### config.mk
export PLATFORM = sky130hd
export DESIGN_NAME = mem_rw_initiator
export DESIGN_NICKNAME = d
export VERILOG_FILES = /design/src/rtl/mem_rw_initiator.sv
export SDC_FILE = /design/constraint.sdc
export NUM_CORES = 1
export LEC_CHECK = 0
export CAP_MARGIN = 5
export CORE_MARGIN = 2
export CORE_UTILIZATION = 56
export DETAILED_ROUTE_END_ITERATION = 10
export DONT_BUFFER_PORTS = 1
export GPL_ROUTABILITY_DRIVEN = 0
export PLACE_DENSITY = 0.81
export SYNTH_ARGS = -nofsm -noshare
export SYNTH_HDL_FRONTEND = slang
export SYNTH_SLANG_ARGS = --single-unit
export TNS_END_PERCENT = 5
### constraint.sdc
create_clock -name i_clk -period 1.6 [get_ports i_clk]
set_input_delay 0.24 -clock i_clk [delete_from_list [all_inputs] [get_ports i_clk]]
set_output_delay 0.24 -clock i_clk [all_outputs]
set_load 0.03 [all_outputs]
### src/rtl/mem_rw_initiator.sv
// rtl/mem_rw_initiator.sv - requesting end of the byte-serial memory R/W channel
// Accepts one command, requests the controller, then streams bytes one at a time.
module mem_rw_initiator #(
    parameter int ADDR_W      = 6,
    parameter int DATA_W      = 8,
    parameter int NUM_W       = 4,
    parameter int ACK_TIMEOUT = 15
) (
    input  logic              i_clk,
    input  logic              i_reset,
    input  logic              i_cmd_valid,
    output logic              o_cmd_ready,
    input  logic              i_cmd_wr,
    input  logic [ADDR_W-1:0] i_cmd_addr,
    input  logic [NUM_W-1:0]  i_cmd_num,
    input  logic [DATA_W-1:0] i_wdata,
    input  logic              i_wdata_valid,
    output logic              o_wdata_ready,
    output logic [DATA_W-1:0] o_rdata,
    output logic              o_rdata_valid,
    output logic              o_done,
    output logic              o_err,
    output logic              o_busy,
    output logic              o_wr_req,
    output logic              o_rd_req,
    input  logic              i_ack,
    output logic [ADDR_W-1:0] o_addr,
    output logic [NUM_W-1:0]  o_num_b,
    output logic [DATA_W-1:0] o_wr_data,
    output logic              o_wr_valid,
    input  logic              i_wr_done,
    input  logic [DATA_W-1:0] i_rd_data,
    input  logic              i_rd_valid,
    output logic              o_rd_done
);

    localparam int TO_W = $clog2(ACK_TIMEOUT + 1);

    typedef enum logic [2:0] {
        S_IDLE,
        S_REQ,
        S_WDAT,
        S_RDAT,
        S_DONE,
        S_ERR
    } state_t;

    state_t state, state_nx;

    logic              alive;
    logic              dir;
    logic              full;
    logic [NUM_W-1:0]  cnt;
    logic [NUM_W-1:0]  num;
    logic [TO_W-1:0]   tcnt;
    logic [ADDR_W-1:0] addr;
    logic [DATA_W-1:0] hold;

    logic accept;
    logic wr_load;
    logic wr_step;
    logic rd_step;
    logic last;
    logic ack_expired;

    assign accept      = i_cmd_valid & o_cmd_ready;
    assign wr_load     = (state == S_WDAT) & i_wdata_valid & ~full;
    assign wr_step     = (state == S_WDAT) & i_wr_done & full;
    // o_rd_done doubles as the one-cycle blanking window between read bytes
    assign rd_step     = (state == S_RDAT) & i_rd_valid & ~o_rd_done;
    assign last        = ((cnt + NUM_W'(1)) == num);
    assign ack_expired = (tcnt == TO_W'(ACK_TIMEOUT - 1));

    always_ff @(posedge i_clk or negedge i_reset) begin
        if (!i_reset) begin
            state <= S_IDLE;
        end else begin
            state <= state_nx;
        end
    end

    always_comb begin
        state_nx      = state;
        o_cmd_ready   = 1'b0;
        o_busy        = 1'b1;
        o_wr_req      = 1'b0;
        o_rd_req      = 1'b0;
        o_wdata_ready = 1'b0;
        o_wr_valid    = 1'b0;
        case (state)
            S_IDLE: begin
                o_busy      = 1'b0;
                // alive keeps ready low until the first edge after reset release
                o_cmd_ready = alive;
                if (i_cmd_valid && alive) begin
                    state_nx = (i_cmd_num == '0) ? S_DONE : S_REQ;
                end
            end
            S_REQ: begin
                o_wr_req = dir;
                o_rd_req = ~dir;
                if (i_ack) begin
                    state_nx = dir ? S_WDAT : S_RDAT;
                end else if (ack_expired) begin
                    state_nx = S_ERR;
                end
            end
            S_WDAT: begin
                o_wdata_ready = ~full;
                o_wr_valid    = full;
                if (wr_step && last) begin
                    state_nx = S_DONE;
                end
            end
            S_RDAT: begin
                if (rd_step && last) begin
                    state_nx = S_DONE;
                end
            end
            S_DONE:  state_nx = S_IDLE;
            S_ERR:   state_nx = S_IDLE;
            default: state_nx = S_IDLE;
        endcase
    end

    assign o_addr    = addr;
    assign o_num_b   = num;
    assign o_wr_data = hold;

    always_ff @(posedge i_clk or negedge i_reset) begin
        if (!i_reset) begin
            alive         <= 1'b0;
            dir           <= 1'b0;
            full          <= 1'b0;
            cnt           <= '0;
            num           <= '0;
            tcnt          <= '0;
            addr          <= '0;
            hold          <= '0;
            o_rdata       <= '0;
            o_rdata_valid <= 1'b0;
            o_rd_done     <= 1'b0;
            o_done        <= 1'b0;
            o_err         <= 1'b0;
        end else begin
            alive         <= 1'b1;
            o_done        <= (state == S_DONE);
            o_err         <= (state == S_ERR);
            o_rd_done     <= rd_step;
            o_rdata_valid <= rd_step;
            tcnt          <= (state == S_REQ) ? tcnt + TO_W'(1) : '0;
            if (accept) begin
                dir  <= i_cmd_wr;
                addr <= i_cmd_addr;
                num  <= i_cmd_num;
                cnt  <= '0;
            end
            if (wr_load) begin
                hold <= i_wdata;
                full <= 1'b1;
            end
            if (wr_step || rd_step) begin
                addr <= addr + ADDR_W'(1);
                cnt  <= cnt + NUM_W'(1);
            end
            if (wr_step) begin
                full <= 1'b0;
            end
            if (rd_step) begin
                o_rdata <= i_rd_data;
            end
            if (state == S_ERR) begin
                hold <= '0;
                full <= 1'b0;
            end
        end
    end

endmodule

=== Word level (Yosys, flattened, before mapping) ===
Cells that the tools add are included.

* Add/subtract/negate cells: 3
* Multiply operators: 0
* Shifts and indexed selects: 0
* Equal/unequal tests: 11
* $lt $le $gt $ge: 0
* Bitwise logic cells: 10
* Mux-type cells: 24
* Divide/modulo/power cells: 0
* Reduce and logical (&&, ||, !) cells: 10

{| class="wikitable"
|+ Operators by type and width
! operator !! count
|-
| 3-bit two-way mux || 6
|-
| 8-bit two-way mux || 2
|-
| 4-bit two-way mux || 3
|-
| 6-bit two-way mux || 2
|-
| 3-bit one-hot mux with 4 select lines || 1
|-
| 1-bit two-way mux || 10
|-
| 4-bit by 1-bit adder with 4-bit output, second input constant || 2
|-
| 1-bit bitwise AND || 7
|-
| 6-bit by 1-bit adder with 6-bit output, second input constant || 1
|-
| 3-bit by 2-bit equality test with 1-bit output, second input constant || 2
|-
| 3-bit equality test, second input constant || 2
|-
| 4-bit equality test || 1
|-
| 4-bit equality test, second input constant || 1
|-
| 4-bit logical NOT || 1
|-
| 2-bit by 1-bit inequality test with 1-bit output, second input constant || 2
|-
| 4-bit AND reduction || 1
|-
| 2-bit nonzero test || 2
|-
| 3-bit by 1-bit equality test with 1-bit output, second input constant || 1
|-
| 1-bit logical AND || 3
|-
| 3-bit logical NOT || 1
|-
| 3-bit inequality test, second input constant || 1
|-
| 1-bit NOT || 3
|-
| 3-bit nonzero test || 1
|-
| 2-bit inequality test, second input constant || 1
|-
| 1-bit logical OR || 1
|}

* Memory bits (read-only): 0
* Memories kept: 0
* Register bits: 43
* Logic and storage cells: 71
* RAM bits: 0
* Output and inout bits: 36
* Bits in latches: 0

=== Depth between registers and ports, before layout ===
Gate-level depths: netlist of run 1.

* Word-level depth: 6
* Depth in mapped cells: 8

=== Least setup slack after synthesis of run 1 ===
Ideal clock, no wire load.

* Path type: flip-flop to flip-flop
* From: register state[0]
* To: register hold[7] (netlist: o_wr_data[7])
* Arrival: 1.674 ns
* Period minus slack after synthesis: 1.800 ns
* Path slack: -0.200 ns
* Required time: 1.474 ns
* Stages on the path, launching flop included: 8
* Setup time: 0.126 ns
* Path through: dfrtp_1 > buf_6 > or3b_4 > nor2_2 > and2_1 > buf_4 > buf_6 > o21ai_0

* Cells in the longest elaborated chain, start to end: 4

{| class="wikitable"
|+ Ends and longest elaborated chain
! what !! RTL line !! text
|-
| start, declared || 48 || <nowiki>state_t state, state_nx;</nowiki>
|-
| start signal, assigned || 78 || <nowiki>state <= state_nx;</nowiki>
|-
| 3-bit by 2-bit equality test with 1-bit output || 67 || <nowiki>assign wr_load = (state == S_WDAT) & i_wdata_valid & ~full;</nowiki>
|-
| 1-bit bitwise AND (2 in a row) || 67 ||
|-
| 2-bit nonzero test (no source line) || - ||
|-
| end signal, assigned || 159 || <nowiki>hold <= i_wdata;</nowiki>
|-
| end, declared || 57 || <nowiki>logic [DATA_W-1:0] hold;</nowiki>
|}

Parallel ways exist; a longest one is shown, timed or not.
A chain may end at the register's enable or synchronous reset.

=== Worst setup path in the final report of run 1 ===
* From: register state[1]
* To: output port o_wdata_ready

* Cells in the longest elaborated chain, start to end: 2

{| class="wikitable"
|+ Ends and longest elaborated chain
! what !! RTL line !! text
|-
| 3-bit by 2-bit equality test with 1-bit output || 90 || <nowiki>case (state)</nowiki>
|-
| 1-bit two-way mux || 90 ||
|-
| end, declared || 18 || <nowiki>output logic o_wdata_ready,</nowiki>
|}

No other way between the ends.

==> results of run 1 <==
cells by family after synthesis:
kind of cell | Yosys count | synth area share
AOI/OAI and AO/OA | 34 | 0.112
xor gates and xnor gates | 9 | 0.0388
adders and majority gates | 4 | 0.0246
and+or+nand+nor | 89 | 0.204
DFF | 43 | 0.530
other | 1 | 0.00185
muxes | 9 | 0.0493
buffers and inverters | 14 | 0.0394
through the flow:
step	hold WS, ns	TNS, ns
final	-0.0219	-4.64
after global routing	-0.00504	-6.96
after CTS	0.00195	-3.52
after detailed placement	-0.0550	-0.368
after global placement	-0.0548	0
after floorplan	-0.0556	-1.11
what timing repair did:
item                                    4_1_cts  5_1_grt
endpoints found under the setup margin       17       41
gates resized for setup                      15       29
cloned                                        0        0
hold endpoints to repair                     54        5
pin swaps                                     8        3
hold buffers                                 13        5
buffers inserted                             10        1
power by group:
part           internal [mW]  switching [mW]
Sequential              1.51           0.844
Combinational           1.27            1.53
Clock                  0.487           0.377
state kept, by name (all words and copies together) (netlist names):
signal     flops
o_wr_data      8
o_rd_done      1
alive          1
o_num_b        4
dir            1
o_done         1
o_addr         6
o_rdata        8
tcnt           4
o_err          1
state          3
cnt            4
full           1
how the worst max path moves through the flow:
stage	from	end	slack, ns
5_1_grt	cnt[0]	state[2]	-0.33
4_1_cts	state[2]	o_addr[4]	-0.21
2_1_floorplan	state[0]	o_wr_data[7]	-0.09
3_3_place_gp	state[0]	o_addr[5]	0.006
3_5_place_dp	cnt[1]	state[2]	-0.10
6_report	state[1]	o_wdata_ready	-0.27
worst register-to-register path, stage by stage (launching register included):
cell and delay (ns):
dfrtp_1 0.39, buf_4 0.15, nand3_1 0.15, xnor2_1 0.24
o41ai_2 0.43, o21ai_2 0.15, a2111oi_2 0.25
cell usage in the layout, fill, tap and decap left out, types with 2 or more instances in the layout:
master	count
clkbuf_4	5
buf_4	30
nor3_2	2
and3_1	2
dfrtp_1	41
mux2_4	4
inv_1	5
dlygate4sd3_1	17
o21ai_1	7
nand2_4	2
nand3_1	7
nand2_1	43
a21oi_1	6
nand3b_1	2
buf_12	4
nor2_4	4
buf_6	8
and2_4	3
nor2_2	2
o21ai_0	9
bufinv_16	2
dfrtp_2	2
xor2_1	4
ha_1	4
nor2_1	9
nand2_2	3
xnor2_1	5
o21ai_2	2
nand2b_1	2
or3b_4	2
mux2_2	4
layout make-up:
type / instances / share of cell area
sequential: 43 / 0.383
multi-input combinational: 146 / 0.352
timing repair buffer: 59 / 0.201
clock inverter: 2 / 0.0213
tap: 46 / 0.0204
clock buffer: 6 / 0.0146
inverter: 6 / 0.00799
routing by layer:
metal,part of all wire,track usage,up-vias
met5,0,0,-
met4,0.045,0.125,0
met3,0.073,0.0863,24
met2,0.52,0.464,110
met1,0.36,0.322,890
li1,-,-,800
==> impl_metrics.py, run 1 <==
metrics = {
    "run_status": {
        "status": "complete, but fails checks",
        "violations": "hold timing, setup timing",
    },
    "cells_and_area": {
        "multi_input_area_um2": 993,
        "fin_util": 0.825,
        "nets": 299,
        "insertedDiodeCount": 0,
        "area.growth.synth_to_final_pct": 38.7,
        "nFillCells": 172,
        "fin_cells": 308,
        "regArea_um2": 1080,
        "final_layout_size_suffix_gt1_frac": 0.340,
        "finalInstanceArea_um2": 2820,
    },
    "place": {
        "dp.cells": 272,
        "place_ws_ns": -0.103,
        "dp_hpwl_um": 3300,
        "io_buffers": 0,
        "postPlaceCellArea_um2": 2300,
    },
    "power_and_ir_drop": {
        "leakage_nw": 1.31,
        "p_total_mw": 6.02,
        "cellPowerDensity_nw_per_um2": 2140,
        "irDropWorstVdd_uv": 1600,
    },
    "synthesis": {
        "async_flop_share": 1.00,
        "synth-seq-area-share": 0.530,
        "synth_common_cells": "nand2_1, dfrtp_1, o21ai_0, nor2_1",
        "synth_top_area_frac": 0.530,
        "synth-seq-cells": 43,
        "yosysTopAreaCell": "dfrtp_1",
        "synth_area_leaders": "dfrtp_1, nand2_1, mux2_2",
        "synth-main-ff-cell": "dfrtp_1",
        "synth.most_common_cell": "nand2_1",
        "netlist_instances": 203,
        "syn_area_um2": 2030,
        "synthDistinctLibCells": 40,
        "synth_edf_count": 0,
        "yosys_warnings": 0,
        "syn_nets": 241,
        "syn_avg_cell_area_um2": 10.0,
    },
    "grt": {
        "grt_pass1_wl_um": 8510,
        "grt-ovfl-total": 0,
        "grt_usage": 0.275,
        "antenna_found_initial": 0,
        "grt_max_degree": 44,
        "grt_pass1_vias": 1747,
    },
    "die": {
        "start_util": 0.595,
        "die_h_um": 64.2,
        "core_area_um2": 3420,
        "boundaryPins": 70,
        "rows": 21,
        "die_x_um": 64.2,
        "die_area_um2": 4130,
    },
    "sta": {
        "rsz0062_at_grt": "yes",
        "post-route-min-period_ns": 1.87,
        "setup_viol": 36,
        "drv_slew": 0,
        "final.setup_skew_ns": 0.0122,
        "timing.hold.ws_ns": -0.0219,
        "hold_viol": 2,
        "setup_slack_ns": -0.271,
        "finalCritPeriodShare": 1.17,
        "fmax_mhz": 535,
    },
    "cts": {
        "cts_root_buf": "clkbuf_4",
        "htree_num_levels": 2,
        "cts_buffers": 5,
        "cts_tree": "done",
        "path_clk_slew_ns": 0.13,
        "clock_sinks": 43,
        "clock_path_buffers": 2,
        "clock_latency_ns": 0.38,
    },
    "setup_path": {
        "crit_required_ns": 1.36,
        "crit_top_cell": "buf_6",
        "worstPathMaxFanout": 4,
        "startpoint_type": "flop",
        "r2r_cells": 6,
        "cp_num_buf_inv": 2,
        "path_cells": "buf_6 -> or3b_4 -> nor2_4 -> buf_6",
        "path_depth": 4,
        "crit_slowest_cell": "dfrtp_1",
        "worstPathArrival_ns": 1.63,
        "endpoint_kind": "output pin",
        "critical_path.top_delay_family": "simple AND/OR/NAND/NOR gates",
        "setup.reg_to_reg.worst_slack_ns": -0.26,
        "worst_r2r_endpoint": "state[2]",
        "slowest_delay_ns": 0.46,
        "path_class": "flop to output pin",
        "r2r-start": "cnt[0]",
    },
    "min_path": {
        "whs_endpoint": "o_wr_data[2]",
        "hp-class": "primary input to flop",
        "min_path_cells": 2,
        "min-delay-start": "i_wdata[2]",
    },
    "detailed_routing": {
        "routedWlPerCell_um": 20.3,
        "vias": 1824,
        "antenna_left": 0,
        "wirelength_um": 6240,
        "drc": 0,
        "drtIter0Drc": 166,
        "viasPerCell": 5.92,
        "drt-pass1-iter-count": 4,
    },
    "job": {
        "maxCapViolCount": 0,
    },
}
(Power assumes the default switching activity.)
==> run 2, diff against run 1 <==
--- a/config.mk
+++ b/config.mk
@@ -7,3 +7,3 @@
 export LEC_CHECK = 0
-export CAP_MARGIN = 5
+export CAP_MARGIN = 20
 export CORE_MARGIN = 2
==> constraint.sdc (replaced) <==
create_clock -name i_clk -period 1.6 [get_ports i_clk]
set_input_delay 0.32 -clock i_clk [delete_from_list [all_inputs] [get_ports i_clk]]
set_output_delay 0.32 -clock i_clk [all_outputs]
set_load 0.03 [all_outputs]
==> run 2 against run 1 <==
Net effect: the flow finishes with violations (setup timing); die area unchanged; sequential cell count unchanged; setup slack got worse by 0.0093 ns; non-clock buffer count decreased by 21; final area decreased by 9.4%; sequential share of layout area increased by 4.0 points; combinational power decreased by 8.9%; sequential power about the same; critical endpoint unchanged.
==> impl_metrics.py, run 2 (synthesis results as in run 1) <==
metrics = {
    "sta": {
        "drv_slew": 0,
        "setup_viol": 25,
        "hold_viol": 0,
        "tns_ns": -3.03,
        "rsz0062_at_grt": "yes",
        "setup_slack_ns": -0.280,
        "fmax_mhz": 532,
        "finalCritPeriodShare": 1.17,
        "post-route-min-period_ns": 1.88,
        "final.setup_skew_ns": 0.00632,
    },
    "run_status": {
        "violations": "setup timing",
        "status": "complete, but fails checks",
    },
    "grt": {
        "grt_usage": 0.250,
        "grt-ovfl-total": 0,
        "grt_pass1_vias": 1739,
        "grt_max_degree": 44,
        "grt_pass1_wl_um": 7830,
        "antenna_found_initial": 0,
    },
    "setup_path": {
        "startpoint": "state[0]",
        "path_class": "flop to output pin",
        "crit_required_ns": 1.28,
        "worstPathArrival_ns": 1.56,
        "startpoint_type": "flop",
        "worstPathMaxFanout": 6,
        "r2r-start": "state[0]",
        "endpoint_kind": "output pin",
    },
    "detailed_routing": {
        "routedWlPerCell_um": 17.6,
        "drtIter0Drc": 78,
        "drt-pass1-iter-count": 4,
        "drc": 0,
        "antenna_left": 0,
        "wirelength_um": 5040,
        "viasPerCell": 5.70,
        "vias": 1636,
    },
    "power_and_ir_drop": {
        "intPower_mw": 2.88,
        "leakage_nw": 1.18,
        "comb_power_share": 0.467,
        "p_total_mw": 5.45,
        "seqPwrFrac": 0.430,
        "p_sw_frac": 0.472,
        "power_frac_clock": 0.103,
        "cellPowerDensity_nw_per_um2": 2140,
        "irDropWorstVdd_uv": 1250,
        "p_sw_mw": 2.57,
    },
    "place": {
        "io_buffers": 0,
        "dp_hpwl_um": 3420,
        "postPlaceCellArea_um2": 2290,
        "dp.cells": 271,
    },
    "cts": {
        "cts_root_buf": "clkbuf_4",
        "cts_tree": "done",
        "clock_sinks": 43,
        "path_clk_slew_ns": 0.14,
        "htree_num_levels": 2,
        "clock_path_buffers": 2,
        "cts_buffers": 5,
        "clock_latency_ns": 0.37,
    },
    "die": {
        "boundaryPins": 70,
        "die_h_um": 64.2,
        "start_util": 0.595,
        "die_area_um2": 4130,
        "die_x_um": 64.2,
        "rows": 21,
        "core_area_um2": 3420,
    },
    "cells_and_area": {
        "finalInstanceArea_um2": 2550,
        "fin_cells": 287,
        "insertedDiodeCount": 0,
        "final_layout_size_suffix_gt1_frac": 0.332,
        "nFillCells": 225,
        "final_common_cell": "nand2_1",
        "nets": 278,
        "final_cell_mix": "nand2_1, dfrtp_1, buf_4, o21ai_0, nor2_1",
        "area.growth.synth_to_final_pct": 25.7,
    },
    "min_path": {
        "min-delay-start": "i_cmd_num[2]",
        "hp-class": "primary input to flop",
    },
    "job": {
        "maxCapViolCount": 0,
    },
}
[run 2: power groups by stage]
stage / registers, mW / clock network, mW / logic [mW]
3_5_place_dp: 2.33 / 0 / 2.12
6_report: 2.34 / 0.564 / 2.55
2_1_floorplan: 2.45 / 0 / 1.28
4_1_cts: 2.31 / 0.568 / 2.33
5_1_grt: 2.39 / 0.622 / 2.76
3_3_place_gp: 2.30 / 0 / 2.02
[run 2: final cells by class]
type / instances / area, µm² / share of cell area
Clock buffer: 5 / 37.5 / 0.0147
Sequential cell: 43 / 1080 / 0.423
Inverter: 6 / 22.5 / 0.00882
Tap cell: 46 / 57.6 / 0.0225
Multi-Input combinational cell: 146 / 967 / 0.379
Timing Repair Buffer: 38 / 364 / 0.143
Clock inverter: 3 / 25.0 / 0.00980
[run 2: critical path, stage by stage (launching register included)]
cell     delay (ns)
dfrtp_2        0.49
or3b_4         0.43
nor2_4         0.12
buf_6          0.14
[run 2: stage by stage]
step	hold WS (ns)	utilization	worst slack, ns
global route	0.0244	0.748	-0.333
finish	0.0468	0.748	-0.280
CTS	0.0417	0.724	-0.250
floorplan	0.0244	-	-0.0939
global placement	0.0258	0.671	0.00809
detailed placement	0.0257	0.671	-0.139
[run 2: timing repair]
action	in CTS	in global routing
cloned	0	0
setup buffers	5	1
resized for setup	18	16
pin swaps	6	3
endpoints found under the hold margin	43	0
setup endpoints to repair	21	39
hold buffers	2	0
[run 2: per-layer routing]
metal / vias up / global-route usage / part of all wire
li1: 752 / - / -
met1: 804 / 0.275 / 0.36
met2: 70 / 0.436 / 0.54
met3: 10 / 0.0810 / 0.072
met4: 0 / 0.120 / 0.028
met5: - / 0 / 0
[run 2: worst paths after layout]
check | slack [ns] | cells after the start | end
setup reg to reg | -0.18 | 6 | o_addr[4]
max in group asynchronous | 0.99 | 2 | state[1]
hold reg to reg | 0.48 | 1 | tcnt[0]
setup / recovery | -0.28 | 3 | o_wdata_ready
min in group asynchronous | 0.39 | 2 | o_wr_data[3]
hold / removal | 0.05 | 2 | o_num_b[2]
==> run 3, diff against run 2 <==
ABC_AREA = 1   (was unset)
==> run 3 against run 2 <==
Net effect: the run still ends with setup timing left; wire length decreased by 10%; first-iteration DRC count increased by 13%; clock skew about the same; sequential power decreased by 4%; fmax increased by 15%; cell count increased by 16%; critical path depth increased by 2.
==> impl_metrics.py, run 3 <==
metrics = {
    "power_and_ir_drop": {
        "leakage_nw": 1.35,
        "p_sw_frac": 0.469,
        "power_frac_clock": 0.152,
        "cellPowerDensity_nw_per_um2": 2100,
        "intPower_mw": 2.93,
        "comb_power_share": 0.440,
        "seqPwrFrac": 0.409,
        "p_sw_mw": 2.59,
        "p_total_mw": 5.51,
        "irDropWorstVdd_uv": 1180,
    },
    "synthesis": {
        "syn_area_um2": 2170,
        "synth_area_leaders": "dfrtp_1, nand2_1, nand3_1",
        "yosysTopAreaCell": "dfrtp_1",
        "synth-seq-area-share": 0.496,
        "synth.most_common_cell": "nand2_1",
        "synthDistinctLibCells": 34,
        "synth-main-ff-cell": "dfrtp_1",
        "synth_top_area_frac": 0.496,
        "synth_edf_count": 0,
        "yosys_warnings": 0,
        "synth-seq-cells": 43,
        "async_flop_share": 1.00,
        "netlist_instances": 249,
        "synth_common_cells": "nand2_1, dfrtp_1, nand3_1, inv_1, nor2_1",
        "syn_nets": 287,
        "syn_avg_cell_area_um2": 8.72,
    },
    "sta": {
        "post-route-min-period_ns": 1.63,
        "setup_viol": 4,
        "timing.hold.ws_ns": 0.129,
        "setup_slack_ns": -0.0340,
        "drv_slew": 0,
        "fmax_mhz": 612,
        "finalCritPeriodShare": 1.02,
        "hold_viol": 0,
        "final.setup_skew_ns": 0.00658,
        "rsz0062_at_grt": "yes",
    },
    "place": {
        "dp_hpwl_um": 3160,
        "postPlaceCellArea_um2": 2340,
        "place_ws_ns": 0.0479,
        "io_buffers": 0,
    },
    "die": {
        "boundaryPins": 70,
        "rows": 22,
        "start_util": 0.589,
        "die_x_um": 66.3,
        "die_area_um2": 4390,
        "die_h_um": 66.3,
        "core_area_um2": 3690,
    },
    "cts": {
        "path_clk_slew_ns": 0.08,
        "clock_path_buffers": 2,
        "cts_buffers": 5,
        "cts_root_buf": "clkbuf_8",
        "cts_tree": "done",
        "htree_num_levels": 2,
        "clock_sinks": 43,
        "clock_latency_ns": 0.30,
    },
    "run_status": {
        "violations": "setup timing",
        "status": "complete, but fails checks",
    },
    "setup_path": {
        "crit_required_ns": 1.28,
        "startpoint_type": "flop",
        "worstPathMaxFanout": 4,
        "worstPathArrival_ns": 1.31,
        "path_class": "flop to output pin",
        "endpoint_kind": "output pin",
    },
    "detailed_routing": {
        "routedWlPerCell_um": 13.5,
        "drtIter0Drc": 88,
        "vias": 1734,
        "drc": 0,
        "drt-pass1-iter-count": 5,
        "viasPerCell": 5.21,
        "wirelength_um": 4510,
        "antenna_left": 0,
    },
    "job": {
        "maxCapViolCount": 0,
    },
    "cells_and_area": {
        "final_cell_mix": "nand2_1, dfrtp_1, nand3_1, buf_4, inv_1",
        "final_layout_size_suffix_gt1_frac": 0.263,
        "final_common_cell": "nand2_1",
        "area.growth.synth_to_final_pct": 20.7,
        "insertedDiodeCount": 0,
        "nets": 322,
        "finalInstanceArea_um2": 2620,
    },
    "grt": {
        "grt_max_degree": 44,
        "grt_pass1_wl_um": 7220,
        "grt_usage": 0.219,
        "antenna_found_initial": 0,
        "grt-ovfl-total": 0,
        "grt_pass1_vias": 1603,
    },
    "min_path": {
        "hp-class": "primary input to flop",
    },
}
[run 3: cell types whose count changed after synthesis, sizes merged, moves of 3 or more]
cell,delta
a21oi,-5
and2,-4
buf,-3
inv,+25
mux2,-8
nand2,+26
nand3,+27
nand4,+4
nor2,+4
o211ai,+4
o21ai,-4
xnor2,-3
[run 3: what timing repair did]
item	4_1_cts	5_1_grt
setup buffers	9	3
hold endpoints to repair	43	0
gates resized for setup	13	7
pin swaps	5	4
endpoints found under the setup margin	5	31
hold buffers	2	0
[run 3: final timing paths]
check	from	to	slack, ns	depth (start not counted)
worst max-delay path	state[1]	o_cmd_ready	-0.03	5
worst min-delay path	i_rd_data[2]	o_rdata[2]	0.13	2
worst max register to register	state[2]	o_addr[3]	0.01	9
worst min register to register	tcnt[0]	tcnt[0]	0.49	1
max in group asynchronous	i_reset	state[1]	0.90	2
min in group asynchronous	i_reset	cnt[1]	0.49	2
[run 3: power groups by stage]
| stage | Sequential, mW | Combinational (mW) | Clock (mW) |
|---|---|---|---|
| 3_5_place_dp | 2.28 | 2.08 | 0 |
| 6_report | 2.25 | 2.42 | 0.837 |
| 3_3_place_gp | 2.26 | 2.02 | 0 |
| 2_1_floorplan | 2.49 | 1.28 | 0 |
| 4_1_cts | 2.26 | 2.36 | 0.857 |
| 5_1_grt | 2.31 | 2.69 | 0.904 |
[run 3: final cells by class]
class,instances,area (µm²)
sequential,43,1080
fill,274,1070
multi-input combinational,170,973
timing repair buffer,32,267
inverter,32,129
clock buffer,5,68.8
tap,48,60.1
clock inverter,3,43.8
[run 3: cell families after synthesis]
group / share of synthesized area
xor gates and xnor gates: 0.0242
other: 0.00173
adders and majority gates: 0.0231
AOI/OAI and AO/OA: 0.0697
buffers and inverters: 0.0703
and+or+nand+nor: 0.315
DFF: 0.496
[run 3: worst max-delay path, cell delays in order (launching register included)]
cell and delay (ns):
dfrtp_2 0.46, buf_6 0.14, nor2_4 0.07, nand2_2 0.08
nor2_1 0.10, buf_4 0.17
[run 3: per-stage QoR]
step           utilization  cells  TNS, ns
6_report             0.710    333  -0.0871
5_1_grt              0.710    333    -1.04
4_1_cts              0.700    330   -0.134
3_5_place_dp         0.633    311        0
3_3_place_gp         0.633    311        0
2_1_floorplan            -    249        0
[run 3: layer usage]
| metal | share of wire | wire, µm | vias to the layer above | GRT usage |
|---|---|---|---|---|
| met5 | 0 | 0 | - | 0 |
| met4 | 0.018 | 82 | 0 | 0.0714 |
| met3 | 0.064 | 287 | 10 | 0.0818 |
| met2 | 0.49 | 2210 | 46 | 0.341 |
| met1 | 0.43 | 1930 | 805 | 0.283 |
| li1 | - | - | 873 | - |
